===== src/rtl/uart_tx_arbiter.sv =====
// ---------------------------------------------------------------------------
// uart_tx_arbiter
//
// Shares one UART transmit serializer among N_REQ byte producers. A
// round-robin arbiter picks one pending requester while idle, hands its byte
// to the serializer with a single txStart pulse, waits for the frame to
// finish (txDone), then holds off for GAP_TICKS baud ticks of idle line
// before arbitrating again.
//
// Ports
//   clk       in   system clock, rising edge
//   arst      in   synchronous active-high reset
//   brTick8x  in   1-cycle baud tick at 8x bit rate
//   req       in   [N_REQ]          per-requester byte-pending flag
//   reqData   in   [N_REQ*DATA_W]   byte of requester i at [i*DATA_W +: DATA_W]
//   grant     out  [N_REQ]          one-hot pulse: requester's byte accepted
//   txData    out  [DATA_W]         byte to serializer, held after the frame
//   txStart   out                   1-cycle pulse: serializer loads txData
//   txBusy    in                    serializer frame in progress
//   txDone    in                    1-cycle pulse: stop bit finished
//   busy      out                   arbiter not idle
//
// state     | meaning
// ----------+----------------------------------------------------------
// IDLE      | waiting for any req; arbitration happens here only
// LAUNCH    | txStart and grant high for this one cycle
// WAIT_BUSY | waiting for serializer to report busy (or an early txDone)
// WAIT_DONE | frame in flight, waiting for txDone
// GAP       | counting brTick8x pulses of enforced idle line
// ---------------------------------------------------------------------------
module uart_tx_arbiter #(
    parameter int N_REQ     = 4,
    parameter int DATA_W    = 8,
    parameter int GAP_TICKS = 8
) (
    input  logic                    clk,
    input  logic                    arst,
    input  logic                    brTick8x,
    input  logic [N_REQ-1:0]        req,
    input  logic [N_REQ*DATA_W-1:0] reqData,
    output logic [N_REQ-1:0]        grant,
    output logic [DATA_W-1:0]       txData,
    output logic                    txStart,
    input  logic                    txBusy,
    input  logic                    txDone,
    output logic                    busy
);

    localparam int PTR_W = $clog2(N_REQ);
    // Keep at least one bit so GAP_TICKS=0 still elaborates cleanly.
    localparam int GAP_W = (GAP_TICKS > 0) ? $clog2(GAP_TICKS + 1) : 1;
    localparam logic [GAP_W-1:0] GAP_LAST = GAP_W'(GAP_TICKS - 1);

    localparam logic [2:0] IDLE      = 3'd0;
    localparam logic [2:0] LAUNCH    = 3'd1;
    localparam logic [2:0] WAIT_BUSY = 3'd2;
    localparam logic [2:0] WAIT_DONE = 3'd3;
    localparam logic [2:0] GAP       = 3'd4;

    logic [2:0]        state_q,   state_d;
    logic [PTR_W-1:0]  rr_ptr_q,  rr_ptr_d;
    logic [GAP_W-1:0]  gap_ctr_q, gap_ctr_d;
    logic [DATA_W-1:0] tx_data_q, tx_data_d;
    logic [N_REQ-1:0]  grant_q,   grant_d;

    // Round-robin search results
    logic              win_found;
    logic [PTR_W-1:0]  win_idx;
    logic [PTR_W:0]    cand;
    logic [PTR_W:0]    win_inc;
    logic [PTR_W-1:0]  win_next;
    logic [DATA_W-1:0] win_data;
    logic [N_REQ-1:0]  win_onehot;

    // Scan rr_ptr, rr_ptr+1, ... mod N_REQ; one extra bit on cand absorbs
    // the sum before the modulo fold.
    always_comb begin
        win_found = 1'b0;
        win_idx   = '0;
        cand      = '0;
        for (int i = 0; i < N_REQ; i++) begin
            cand = {1'b0, rr_ptr_q} + (PTR_W+1)'(i);
            if (cand >= (PTR_W+1)'(N_REQ)) begin
                cand = cand - (PTR_W+1)'(N_REQ);
            end
            if (!win_found && req[cand[PTR_W-1:0]]) begin
                win_found = 1'b1;
                win_idx   = cand[PTR_W-1:0];
            end
        end
    end

    always_comb begin
        win_data   = '0;
        win_onehot = '0;
        for (int j = 0; j < N_REQ; j++) begin
            if (PTR_W'(j) == win_idx) begin
                win_data      = reqData[j*DATA_W +: DATA_W];
                win_onehot[j] = 1'b1;
            end
        end
        win_inc = {1'b0, win_idx} + (PTR_W+1)'(1);
        if (win_inc >= (PTR_W+1)'(N_REQ)) begin
            win_inc = '0;
        end
        win_next = win_inc[PTR_W-1:0];
    end

    always_comb begin
        state_d   = state_q;
        rr_ptr_d  = rr_ptr_q;
        gap_ctr_d = gap_ctr_q;
        tx_data_d = tx_data_q;
        grant_d   = '0;
        case (state_q)
            IDLE: begin
                if (win_found) begin
                    state_d   = LAUNCH;
                    tx_data_d = win_data;
                    grant_d   = win_onehot;
                    rr_ptr_d  = win_next;
                end
            end
            LAUNCH: begin
                state_d = WAIT_BUSY;
            end
            WAIT_BUSY: begin
                // A short frame may finish before busy is ever seen.
                if (txDone) begin
                    state_d   = GAP;
                    gap_ctr_d = '0;
                end else if (txBusy) begin
                    state_d = WAIT_DONE;
                end
            end
            WAIT_DONE: begin
                if (txDone) begin
                    state_d   = GAP;
                    gap_ctr_d = '0;
                end
            end
            GAP: begin
                if (GAP_TICKS == 0) begin
                    state_d = IDLE;
                end else if (brTick8x) begin
                    gap_ctr_d = gap_ctr_q + 1'b1;
                    if (gap_ctr_q == GAP_LAST) begin
                        state_d = IDLE;
                    end
                end
            end
            default: begin
                state_d = IDLE;
            end
        endcase
    end

    always_ff @(posedge clk) begin
        if (arst) begin
            state_q   <= IDLE;
            rr_ptr_q  <= '0;
            gap_ctr_q <= '0;
            tx_data_q <= '0;
            grant_q   <= '0;
        end else begin
            state_q   <= state_d;
            rr_ptr_q  <= rr_ptr_d;
            gap_ctr_q <= gap_ctr_d;
            tx_data_q <= tx_data_d;
            grant_q   <= grant_d;
        end
    end

    assign grant   = grant_q;
    assign txData  = tx_data_q;
    assign txStart = (state_q == LAUNCH);
    assign busy    = (state_q != IDLE);

endmodule


===== config.mk =====
export PLATFORM = sky130hd
export DESIGN_NAME = uart_tx_arbiter
export DESIGN_NICKNAME = d
export VERILOG_FILES = /design/src/rtl/uart_tx_arbiter.sv
export SDC_FILE = /design/constraint.sdc
export NUM_CORES = 1
export LEC_CHECK = 0
export ABC_CLOCK_PERIOD_IN_PS = 6500
export CORE_UTILIZATION = 40
export CTS_CLUSTER_SIZE = 12
export DETAILED_ROUTE_END_ITERATION = 10
export PLACE_DENSITY = 0.76
export SYNTH_ARGS = -nofsm -noshare
export SYNTH_HDL_FRONTEND = slang
export SYNTH_SLANG_ARGS = --single-unit

===== constraint.sdc =====
create_clock -name clk -period 6.5 [get_ports clk]
set_clock_uncertainty 0.1 [all_clocks]
set_input_delay 1.3 -clock clk [delete_from_list [all_inputs] [get_ports clk]]
set_output_delay 1.3 -clock clk [all_outputs]
set_load 0.02 [all_outputs]

# Word-level counts from Yosys, hierarchy flattened
# Index checks and enable logic that the tools add are counted.
# word_totals
out_inout_bits	14
inputBits	41
wordCells	93
register_bits	21
# op_classes
n_bitwise	2
eq_ne	14
mux	39
magnitude_cmp	9
n_addsub	9
reduce_logical	15
# ops
operator	n
two-way mux 8 bit	4
two-way mux 2 bit	9
two-way mux 3 bit	6
one-hot mux 3 bit (5 select lines)	1
>= comparator 3 bit (second input constant)	4
< comparator 2 x 3 -> 1 bit (second input constant)	4
two-way mux 1 bit	12
binary-select mux 1 bit (select 2 bit)	4
two-way mux 4 bit	2
inequality test 2 bit (second input constant)	4
one-hot mux 4 bit (2 select lines)	1
subtractor 2 x 1 -> 2 bit (second input constant)	4
adder 2 x 1 -> 3 bit (second input constant)	2
adder 2 x 2 -> 3 bit (second input constant)	2
equality test 3 x 2 -> 1 bit (second input constant)	2
AND reduction 5 bit	1
adder 4 x 1 -> 4 bit (second input constant)	1
equality test 2 bit (first input constant)	2
equality test 4 x 3 -> 1 bit (second input constant)	1
equality test 3 x 1 -> 1 bit (second input constant)	1
equality test 3 bit (second input constant)	1
>= comparator 2 x 3 -> 1 bit (second input constant)	1
logical AND 1 bit	3
logical NOT 1 bit	3
other kinds (12)	13

# Longest topological paths before layout
# Gate-level depths: netlist of the first run.
# logic_depth
ltp_word	19
depth_mapped	11
mapped_depth_nobuf	9

# Least setup slack after synthesis of the first run
# No wires, ideal clock.
# synth_timing
kind	input-to-reg
from	input port req[2]
to	register tx_data_q[0], in the netlist txData[0]
setup_time_ns	0.132
arrival_time_ns	3.089
path_slack_ns	3.179
path_stages	10
n_path_buf	2
required_ns	6.268
path_cell_list	inv_1 > o22ai_1 > o21ai_0 > nor2b_1 > ha_1 > buf_1 > clkbuf_1 > a21oi_1 > a221oi_2 > nor3_1
# synth_via
elab_chain_cells	17
elab_cells_between_ends	31
cone_classes	eq/ne (3); mux (20); reduce/logical (8)
# synth_lines
element	line_no	rtl
from (decl)	39	input logic [N_REQ-1:0] req,
binary-select mux 1 bit (select 2 bit)	86	if (!win_found && req[cand[PTR_W-1:0]]) begin
two-way mux 1 bit (not written as such)	86	
two-way mux 1 bit	86	
logical NOT 1 bit	86	
logical AND 1 bit	86	
two-way mux 1 bit	86	
logical NOT 1 bit	86	
logical AND 1 bit	86	
two-way mux 1 bit	86	
logical NOT 1 bit	86	
logical AND 1 bit	86	
two-way mux 2 bit	86	
logical NOT 2 bit	97	if (PTR_W'(j) == win_idx) begin
two-way mux 8 bit (4 in a row)	97	
to (signal assigned)	169	tx_data_q <= tx_data_d;
to (decl)	63	logic [DATA_W-1:0] tx_data_q, tx_data_d;
# Several ways; a longest one is shown, not always the timed one. The select of a mux whose other input is x is not followed.
# A chain may end at the register's enable or synchronous reset.

# Worst setup path after layout of the first run
# layout_timing
from	input port req[1]
to	register tx_data_q[1], in the netlist txData[1]
# The elaborated chain is that of the path after synthesis.

==> summary.md, run 1 <==
| Metric | Value |
|---|---|
| Post-CTS setup repair buffer count | `0` |
| Non-Filler Instances | `approximately 250` |
| Final hold violation count | `0` |
| Total number of vias | `about 1.3k` |
| Rel. slew slack | `between 40% and 50%` |
| Worst reg2reg path endpoint | `txData[1]` |
| Final WL | `3209 um` |
| Min cycle time layout | `3.771 ns` |
| Share of layout cells above drive strength 1 | `8.293%` |
| Synth top area cells | `dfxtp_1, a221oi_2, a21oi_1` |
| Register bit total from synthesis | `21` |
| Synth Instances | `158` |
| Critical path data arrival time | `3.90 ns` |
| Routing usage on met3 | `4.176%` |
| DIE WIDTH | `about 59 um` |
| Mapped Area | `roughly 1300 um2` |
| Largest stage delay, worst path | `roughly 0.62 ns` |
| Avg Inst Size Synth | `just over 8 um2` |
| R2R depth | `8` |
| Power per cell area | `between 200 and 300 nW/um2` |
| Site Rows | `20` |
| GRT busiest layer | `met2` |
| R2R setup slack | `roughly 4 ns` |
| Most frequent cell after synthesis | `dfxtp_1` |
| Congestion Overflow GR | `0` |
| Insertion delay to the later sink of the worst-skew pair | `approximately 0.3 ns` |
| CTS root buf | `clkbuf_4` |
| Leakage | `between 0.7 and 0.8 nW` |
| Met2 global-route usage | `33.99%` |
| Critical path, cell by cell | `clkdlybuf4s50_1, o22ai_1, o21ai_0, nor2b_1, ha_1, a21oi_1, a221oi_1, a211oi_2, nor3_1` |
| I/O Pins | `55` |
| VDD IR-drop max | `between 0.15 and 0.2 mV` |
| Post-route ant nets | `0` |
| Post-Syn Nets | `204` |
| Largest net degree at the start of global routing | `18` |
| Pre-CTS WS | `around 2.5 ns` |
| Number of distinct library cells after synthesis | `39` |
| Port-buffer cells | `54` |
| Status | `finished with violations` |
| DIE AREA | `3423 um2` |
| Sink Count | `21` |
| Residual DRC | `1` |
| Worst hold path class | `flip-flop to flip-flop` |
| CORE AREA | `approximately 3100 um2` |
| H-tree lvl count | `1` |
| CP Class | `input port to flip-flop` |
| CP Max Fanout | `17` |
| Top cell type's share of synthesized area | `approximately 33%` |
| Sequential share of the synthesized area | `between 30% and 40%` |
| First-pass GRT wire length | `roughly 5300 um` |
| DP Wirelength | `around 2400 um` |
| Hold WS | `0.4002 ns` |
| Crit. End Element | `flip-flop` |
| Failing checks | `design-rule violations` |
| Initial core utilization | `41.84%` |
| Via-to-Cell Ratio | `5.108` |
| Initial drt markers | `54` |
| Top FF cell, synth | `dfxtp_1` |
| YS warnings | `0` |
| Initial antenna violation count | `0` |
| Drt wl/cell | `12.89 um` |
| Vias in the first global route | `roughly 1.2k` |
| Post-synth EDFFs | `0` |
| Post-synth top cells | `dfxtp_1, nor2_1, a21oi_1` |
| FF-to-FF Start | `rr_ptr_q[0]` |
| Final Setup Violations | `0` |
| Diodes inserted | `0` |
| Worst setup SP type | `input port` |
| CTS Buf Count | `3` |
| Post-synthesis async set-or-reset flop share | `0%` |
| Max-cap violations | `0` |
| Cts hold-fix bufs | `0` |
| CTS tree | `built` |
| Post-CTS sizing | `0` |
| Fin nets | `approximately 250` |
| First-pass DRT Iterations | `7` |
| Filler instances | `about 290` |
| Setup crit start | `req[1]` |
| Fmax | `approximately 0.27 GHz` |
| Worst path slowest cell | `clkdlybuf4s50_1` |
| Cell taking the most area after synthesis | `dfxtp_1` |
| Slew @ Worst Pin | `about 0.77 ns` |
| Gpl congestion | `about 0.74` |
| Met1 Usage GRT | `between 20% and 30%` |
| Fraction of the cycle the final worst path needs | `slightly below 60%` |
| Setup_tns | `0 ns` |
| Critical path required time | `about 6.6 ns` |
| DP Cell Count | `245` |
| Clock buffer depth | `2` |
| CTS clock-pin slew for the worst setup and hold paths | `between 0.1 and 0.15 ns` |
| RSZ-0062 raised after global routing | `false` |
| Final Max Slew Viols | `0` |
| Die height | `around 59 um` |
| Final Util | `between 60 and 70%` |
| Worst setup path end | `txData[1]` |
| Final worst slack | `about 2.7 ns` |
| All-Layer GR Usage | `19.74%` |
| Layout area overhead | `44.27%` |
[state kept, by name (all words and copies together), names as in the netlist]
register and count:
state_q 3, grant 4, txData 8, gap_ctr_q 4, rr_ptr_q 2
[through the flow]
stage                     area (um2)  power, mW
final                           1843     0.5234
after global routing            1843     0.5624
after CTS                       1843     0.5272
after detailed placement        1815     0.4643
after global placement          1815     0.4574
after floorplan                 1277     0.3678
[cell usage in the layout (no fill, tap or decap), types with 2 or more instances in the layout]
cell             Yosys  final
clkbuf_4             0      3
o21ai_0              8      8
nor2_1              20     20
ha_1                 5      5
clkdlybuf4s50_1      0     54
xor2_1               2      2
a21oi_1             19     19
o22ai_1              2      2
nand2_1             11     11
nor3_1              10     10
a221oi_2             8      8
and2_1               4      4
a221oi_1             2      2
inv_1               13     13
dfxtp_1             21     21
[power breakdown]
part / internal (mW) / switching [mW]
sequential: 0.156 / 0.0211
clock: 0.0229 / 0.0387
combinational: 0.133 / 0.152
total: 0.311 / 0.212
[layout make-up]
class                      instances  area [um2]  area share, %
timing repair buffer              54       540.5          29.33
tap                               44       55.05          2.987
clock buffer                       3       22.52          1.222
sequential                        21       420.4          22.81
clock inverter                     1       5.005         0.2716
multi-input combinational        113       750.7          40.73
inverter                          13       48.80          2.648
[worst max-delay path, delay by kind of cell]
family / cells / cell delay, ns
compound gates: 5 / 1.00
buf+inv: 1 / 0.62
fa+ha+maj: 1 / 0.55
simple gates: 2 / 0.42
[layer usage]
metal	wire length, um	part of all wire (%)
met1	1453	45
met2	1601	50
met3	128	4.0
met4	26	0.81
met5	0	0
[how the worst min path moves through the flow]
stage	startpoint	to	slack, ns	cells after the start
3_5_place_dp	txData[5]	txData[5]	0.38	2
6_report	txData[6]	txData[6]	0.40	2
3_3_place_gp	txData[6]	txData[6]	0.38	2
2_1_floorplan	gap_ctr_q[3]	gap_ctr_q[3]	0.37	2
5_1_grt	txData[6]	txData[6]	0.43	2
4_1_cts	txData[6]	txData[6]	0.40	2
[cells by family after synthesis]
| logic type | count (synthesis) | synth area share [%] |
|---|---|---|
| AOI/OAI and AO/OA | 46 | 27.03 |
| adders and majority gates | 5 | 4.897 |
| DFF | 21 | 32.91 |
| muxes | 1 | 0.7836 |
| buffers and inverters | 24 | 8.325 |
| and+or+nand+nor | 58 | 24.00 |
| xor gates and xnor gates | 3 | 2.057 |
Note: power is estimated with default switching activity, not from simulation.
==> run 2: changes to the inputs <==
ABC_CLOCK_PERIOD_IN_PS = 3800   (was 6500)
clock period = 3.8 ns   (was 6.5 ns; I/O delays follow)
==> run 2 against run 1 <==
  * The flow still finishes with violations (design-rule violations)
  * Final area increased by 0.41%
  * Sequential power increased by 71%
  * Critical path depth unchanged
  * Power increased by 72%
  * Register-to-register slack got worse by 2.6 ns
  * Die area unchanged
  * Worst setup slack got worse by 2.1 ns
  * Global-route usage increased by 0.18 points
  * Routed wire length increased by 3.2%
  * Critical endpoint unchanged
  * Largest cell class unchanged
  * Largest power group unchanged
  * Highest routed layer unchanged
==> summary.md, run 2 (synthesis results as in run 1) <==
| Metric | Value |
|---|---|
| Filler instances | `307 (was 287)` |
| Diodes inserted | `0 (unchanged)` |
| FF-to-FF Start | `rr_ptr_q[1] (was rr_ptr_q[0])` |
| Share of layout cells above drive strength 1 | `8.738% (was 8.293%)` |
| Final WL | `3311 um (was 3209 um)` |
| DIE WIDTH | `58.51 um (unchanged)` |
| Power per cell area | `487.3 nW/um2 (was 284.0 nW/um2)` |
| Layout area overhead | `44.86% (was 44.27%)` |
| Fin nets | `253 (was 252)` |
| Largest stage delay, worst path | `0.62 ns (about the same)` |
| Max-cap violations | `0 (unchanged)` |
| Vias in the first global route | `1201 (was 1239)` |
| VDD IR-drop max | `0.2293 mV (was 0.1704 mV)` |
| Worst path slowest cell | `clkdlybuf4s50_1 (unchanged)` |
| All-Layer GR Usage | `19.92% (was 19.74%)` |
| Worst hold stages | `2 (unchanged)` |
| Site Rows | `20 (unchanged)` |
| I/O Pins | `55 (unchanged)` |
| Die height | `58.51 um (unchanged)` |
| Residual DRC | `1 (unchanged)` |
| CP Class | `input port to flip-flop (unchanged)` |
| Insertion delay to the later sink of the worst-skew pair | `0.30 ns (about the same)` |
| CTS tree | `built (unchanged)` |
| Pwr Total | `0.9017 mW (was 0.5234 mW)` |
| First-pass DRT Iterations | `7 (unchanged)` |
| Clock buffer depth | `2 (unchanged)` |
| Final Max Slew Viols | `0 (unchanged)` |
| Final hold violation count | `0 (unchanged)` |
| Status | `finished with violations (unchanged)` |
| Slew @ Worst Pin | `0.7158 ns (was 0.7658 ns)` |
| First-pass GRT wire length | `5264 um (unchanged)` |
| DIE AREA | `3423 um2 (unchanged)` |
| Fraction of the cycle the final worst path needs | `between 80% and 90%` |
| Sink Count | `21 (unchanged)` |
| Post-CTS sizing | `0 (unchanged)` |
| Failing checks | `design-rule violations (unchanged)` |
| Pre-CTS WS | `0.3481 ns (was 2.480 ns)` |
| Via-to-Cell Ratio | `5.232 (was 5.108)` |
| Initial antenna violation count | `0 (unchanged)` |
| CP delay by family, top | `compound AO/OA/AOI/OAI gates (unchanged)` |
| H-tree lvl count | `1 (unchanged)` |
| Worst hold path class | `flip-flop to flip-flop (unchanged)` |
| Total number of vias | `1308 (was 1272)` |
| Worst setup SP type | `input port (unchanged)` |
| Post-CTS setup repair buffer count | `0 (unchanged)` |
| CP bufs+invs | `1 (unchanged)` |
| CORE AREA | `3053 um2 (unchanged)` |
| Hold EP | `txData[7] (was txData[6])` |
| Worst reg2reg path endpoint | `txData[1] (unchanged)` |
| Commonest cells after routing, fill and taps aside | `clkdlybuf4s50_1, dfxtp_1, nor2_1, a21oi_1, inv_1 (unchanged)` |
| CTS clock-pin slew for the worst setup and hold paths | `0.12 ns (was 0.11 ns)` |
| Initial drt markers | `58 (was 54)` |
| Hold Crit Start | `txData[7] (was txData[6])` |
| RSZ-0062 raised after global routing | `false (unchanged)` |
| Congestion Overflow GR | `0 (unchanged)` |
| Largest net degree at the start of global routing | `18 (unchanged)` |
| Post-DP Area | `1823 um2 (was 1815 um2)` |
| Gpl congestion | `0.8005 (was 0.7366)` |
| R2R depth | `8 (unchanged)` |
| Rel. slew slack | `52.28% (was 48.94%)` |
| Setup_tns | `0 ns (unchanged)` |
| Drt wl/cell | `13.24 um (was 12.89 um)` |
| Post-route ant nets | `0 (unchanged)` |
| Crit. End Element | `flip-flop (unchanged)` |
| CTS root buf | `clkbuf_4 (unchanged)` |
| DP Wirelength | `2494 um (was 2440 um)` |
| R2R setup slack | `1.37 ns (was 4.02 ns)` |
| Final Setup Violations | `0 (unchanged)` |
| Critical path required time | `3.92 ns (was 6.63 ns)` |
| Design Area, Final | `1851 um2 (was 1843 um2)` |
| Port-buffer cells | `54 (unchanged)` |
| Largest register FFs | `8 (unchanged)` |
| Critical path, cell by cell | `clkdlybuf4s50_1, o22ai_1, o21ai_0, nor2b_1, ha_1, a21oi_1, a221oi_1, a211oi_2, nor3_1 (unchanged)` |
| Initial core utilization | `41.84% (unchanged)` |
| Final worst slack | `0.6313 ns (was 2.729 ns)` |
| Leakage | `0.7100 nW (was 0.7047 nW)` |
| CP Max Fanout | `17 (unchanged)` |
| Levels on crit path | `9 (unchanged)` |
| Fmax | `about 0.32 GHz` |
| Critical path data arrival time | `3.29 ns (was 3.90 ns)` |
| Cts hold-fix bufs | `0 (unchanged)` |
| CTS Buf Count | `3 (unchanged)` |
| Commonest non-fill, non-tap cell in the layout | `clkdlybuf4s50_1 (unchanged)` |
| Min cycle time layout | `roughly 3.2 ns` |
run 2: cell count changes in the layout (fill, tap and decap cells not counted):
cell,previous run,this run
buf_4,0,1
run 2: worst max path at each step:
stage	from	endpoint	slack (ns)
after floorplan	req[2]	txData[0]	1.02
after global placement	req[1]	txData[1]	0.49
after detailed placement	req[1]	txData[1]	0.35
after CTS	req[1]	txData[1]	0.63
after global routing	req[1]	txData[1]	0.43
final	req[1]	txData[1]	0.63
run 2: area by class of cell:
type	count	area, um2	area share [%]
Inverter	13	48.80	2.637
Clock inverter	1	5.005	0.2705
Multi-Input combinational cell	113	750.7	40.57
Timing Repair Buffer	55	548.0	29.61
Tap cell	44	55.05	2.975
Sequential cell	21	420.4	22.72
Clock buffer	3	22.52	1.217
run 2: metal layers:
layer,up-vias,GRT usage (%),wire length [um]
met5,-,0,0
met4,0,4.082,19
met3,2,3.297,138
met2,41,33.66,1639
met1,614,26.83,1514
li1,651,-,-
run 2: power by group:
part | internal, mW | total, mW | switching, mW | leakage (nW)
combinational | 0.229 | 0.491 | 0.262 | 0.520
clock | 0.0391 | 0.108 | 0.0685 | 0.0177
sequential | 0.266 | 0.303 | 0.0365 | 0.173
run 2: tightest hold or removal path: stages (launching register included):
cell,delay [ns]
dfxtp_1,0.33
nor2_1,0.09
nor3_1,0.05
run 2: per-stage QoR:
stage	hold slack, ns	cells	util, %
final	0.3990	250	60.61
after detailed placement	0.3816	246	59.71
after global placement	0.3807	246	59.71
after floorplan	0.3704	158	-
after CTS	0.4029	250	60.61
after global routing	0.4171	250	60.61
==> run 3: changes to the inputs <==
ABC_CLOCK_PERIOD_IN_PS = 3200   (was 3800)
clock period = 3.2 ns   (was 3.8 ns; I/O delays follow)
==> run 3 against run 2 <==
  * The run now ends clean
  * Clock power grew 27%
  * Hold slack improved by 0.0035 ns
  * Power rose by 21%
  * Combinational power increased by 22%
  * Sequential share of layout area down 0.36 points
  * Register-to-register slack lost 0.46 ns
  * Core utilization up 0.98 points
  * Flip-flop and latch count is the same
  * Cell count grew 1.6%
  * Critical path depth is 1 higher
  * Clock-buffer cell count stayed put
  * Largest cell class unchanged
==> summary.md, run 3 (synthesis results as in run 1) <==
| Metric | Value |
|---|---|
| Final hold violation count | `0 (unchanged)` |
| CTS clock-pin slew for the worst setup and hold paths | `0.13 ns (was 0.12 ns)` |
| Residual DRC | `0 (was 1)` |
| GRT busiest layer | `met2 (unchanged)` |
| Hold WS | `0.4025 ns (was 0.3990 ns)` |
| RSZ-0062 raised after global routing | `false (unchanged)` |
| Clock buffer depth | `2 (unchanged)` |
| First-pass GRT wire length | `5299 um (was 5264 um)` |
| Power per cell area | `581.1 nW/um2 (was 487.3 nW/um2)` |
| Fin nets | `257 (was 253)` |
| Routing usage on met3 | `3.077% (was 3.297%)` |
| CTS root buf | `clkbuf_4 (unchanged)` |
| Commonest cells after routing, fill and taps aside | `clkdlybuf4s50_1, dfxtp_1, nor2_1, a21oi_1, inv_1 (unchanged)` |
| Share of layout cells above drive strength 1 | `10.48% (was 8.738%)` |
| Largest register FFs | `8 (unchanged)` |
| FF-to-FF Start | `rr_ptr_q[0] (was rr_ptr_q[1])` |
| Commonest non-fill, non-tap cell in the layout | `clkdlybuf4s50_1 (unchanged)` |
| H-tree lvl count | `1 (unchanged)` |
| Non-Filler Instances | `254 (was 250)` |
| Post-CTS sizing | `0 (unchanged)` |
| Setup crit start | `req[0] (was req[1])` |
| Total number of vias | `1305 (was 1308)` |
| R2R depth | `8 (unchanged)` |
| Slew @ Worst Pin | `0.5858 ns (was 0.7158 ns)` |
| Largest net degree at the start of global routing | `18 (unchanged)` |
| Final WL | `3379 um (was 3311 um)` |
| Site Rows | `20 (unchanged)` |
| Crit. End Element | `flip-flop (unchanged)` |
| Layout area overhead | `47.21% (was 44.86%)` |
| Port-buffer cells | `54 (unchanged)` |
| Final Setup Violations | `0 (unchanged)` |
| Gpl congestion | `0.7486 (was 0.8005)` |
| Worst setup SP type | `input port (unchanged)` |
| Post-CTS setup repair buffer count | `0 (unchanged)` |
| Sink Count | `21 (unchanged)` |
| Diodes inserted | `0 (unchanged)` |
| Drt wl/cell | `13.30 um (was 13.24 um)` |
| Post-route ant nets | `0 (unchanged)` |
| Via-to-Cell Ratio | `5.138 (was 5.232)` |
| Critical path, cell by cell | `clkdlybuf4s50_1, inv_1, o221ai_1, o21ai_0, o21ai_0, ha_1, a21oi_1, a221oi_1, a211oi_2, nor3_1 (was clkdlybuf4s50_1, o22ai_1, o21ai_0, nor2b_1, ha_1, a21oi_1, a221oi_1, a211oi_2, nor3_1)` |
| Vias in the first global route | `1244 (was 1201)` |
| Initial antenna violation count | `0 (unchanged)` |
| Cts hold-fix bufs | `0 (unchanged)` |
| Initial drt markers | `50 (was 58)` |
| I/O Pins | `55 (unchanged)` |
| Max-cap violations | `0 (unchanged)` |
| Status | `finished clean (was finished with violations)` |
| CTS tree | `built (unchanged)` |
| Crit-path most repeated cell | `o21ai_0` |
| DP Wirelength | `2527 um (was 2494 um)` |
| Fmax | `roughly 0.35 GHz` |
| Congestion Overflow GR | `0 (unchanged)` |
| Critical path data arrival time | `3.04 ns (was 3.29 ns)` |
| Final Util | `61.60% (was 60.61%)` |
| Die height | `58.51 um (unchanged)` |
| Worst hold path class | `flip-flop to flip-flop (unchanged)` |
| Worst setup path end | `txData[1] (unchanged)` |
| Leakage | `0.7299 nW (was 0.7100 nW)` |
| R2R setup slack | `0.91 ns (was 1.37 ns)` |
| Critical path required time | `3.35 ns (was 3.92 ns)` |
| Worst path slowest cell | `clkdlybuf4s50_1 (unchanged)` |
| Met1 Usage GRT | `24.39% (was 26.83%)` |
| Min cycle time layout | `about 2.9 ns` |
| Met2 global-route usage | `37.11% (was 33.66%)` |
| Filler instances | `300 (was 307)` |
| DIE WIDTH | `58.51 um (unchanged)` |
| VDD IR-drop max | `0.2755 mV (was 0.2293 mV)` |
| CORE AREA | `3053 um2 (unchanged)` |
| Insertion delay to the later sink of the worst-skew pair | `0.32 ns (was 0.30 ns)` |
| Rel. slew slack | `60.82% (was 52.28%)` |
| CP Class | `input port to flip-flop (unchanged)` |
| CP Max Fanout | `17 (unchanged)` |
| Initial core utilization | `41.84% (unchanged)` |
| DP Cell Count | `250 (was 246)` |
| Worst reg2reg path endpoint | `txData[1] (unchanged)` |
| Fraction of the cycle the final worst path needs | `about 90%` |
| DIE AREA | `3423 um2 (unchanged)` |
| CTS Buf Count | `3 (unchanged)` |
| Final Max Slew Viols | `0 (unchanged)` |
| Largest stage delay, worst path | `0.58 ns (was 0.62 ns)` |
| First-pass DRT Iterations | `7 (unchanged)` |
| All-Layer GR Usage | `20.15% (was 19.92%)` |
run 3: cell type report:
cell class / instances / area, um2 / area share, %
tap: 44 / 55.05 / 2.927
sequential: 21 / 420.4 / 22.36
clock inverter: 1 / 5.005 / 0.2661
inverter: 13 / 48.80 / 2.595
clock buffer: 3 / 22.52 / 1.198
timing repair buffer: 59 / 578.1 / 30.74
multi-input combinational: 113 / 750.7 / 39.92
run 3: how the worst min path moves through the flow:
stage / cells past startpoint / endpoint / from
after floorplan: 2 / gap_ctr_q[3] / gap_ctr_q[3]
after global placement: 2 / txData[7] / txData[7]
after detailed placement: 2 / txData[3] / txData[3]
after CTS: 2 / txData[3] / txData[3]
after global routing: 2 / txData[7] / txData[7]
final: 2 / txData[7] / txData[7]
run 3: through the flow:
step / setup TNS [ns] / power [mW] / setup WS (ns) / area (um2)
2_1_floorplan: 0 / 0.7472 / 0.5390 / 1277
3_3_place_gp: 0 / 0.9421 / 0.1486 / 1853
3_5_place_dp: -0.01031 / 0.9560 / -0.01031 / 1853
4_1_cts: 0 / 1.090 / 0.3142 / 1881
5_1_grt: 0 / 1.164 / 0.008948 / 1881
6_report: 0 / 1.093 / 0.3087 / 1881
run 3: worst max-delay path, delay by kind of cell:
family	cells	cell delay, ns
compound gates	6	0.97
fa+ha+maj	1	0.58
buf+inv	2	0.66
simple gates	1	0.18
run 3: where the power goes:
part	internal (mW)	switching [mW]
clock network	0.0469	0.0903
registers	0.316	0.0423
logic	0.281	0.316
total	0.644	0.449
run 3: layer usage:
layer / vias to the layer above / wire length [um]
met4: 0 / 28
met1: 600 / 1518
met2: 41 / 1652
li1: 659 / -
met5: - / 0
met3: 5 / 180
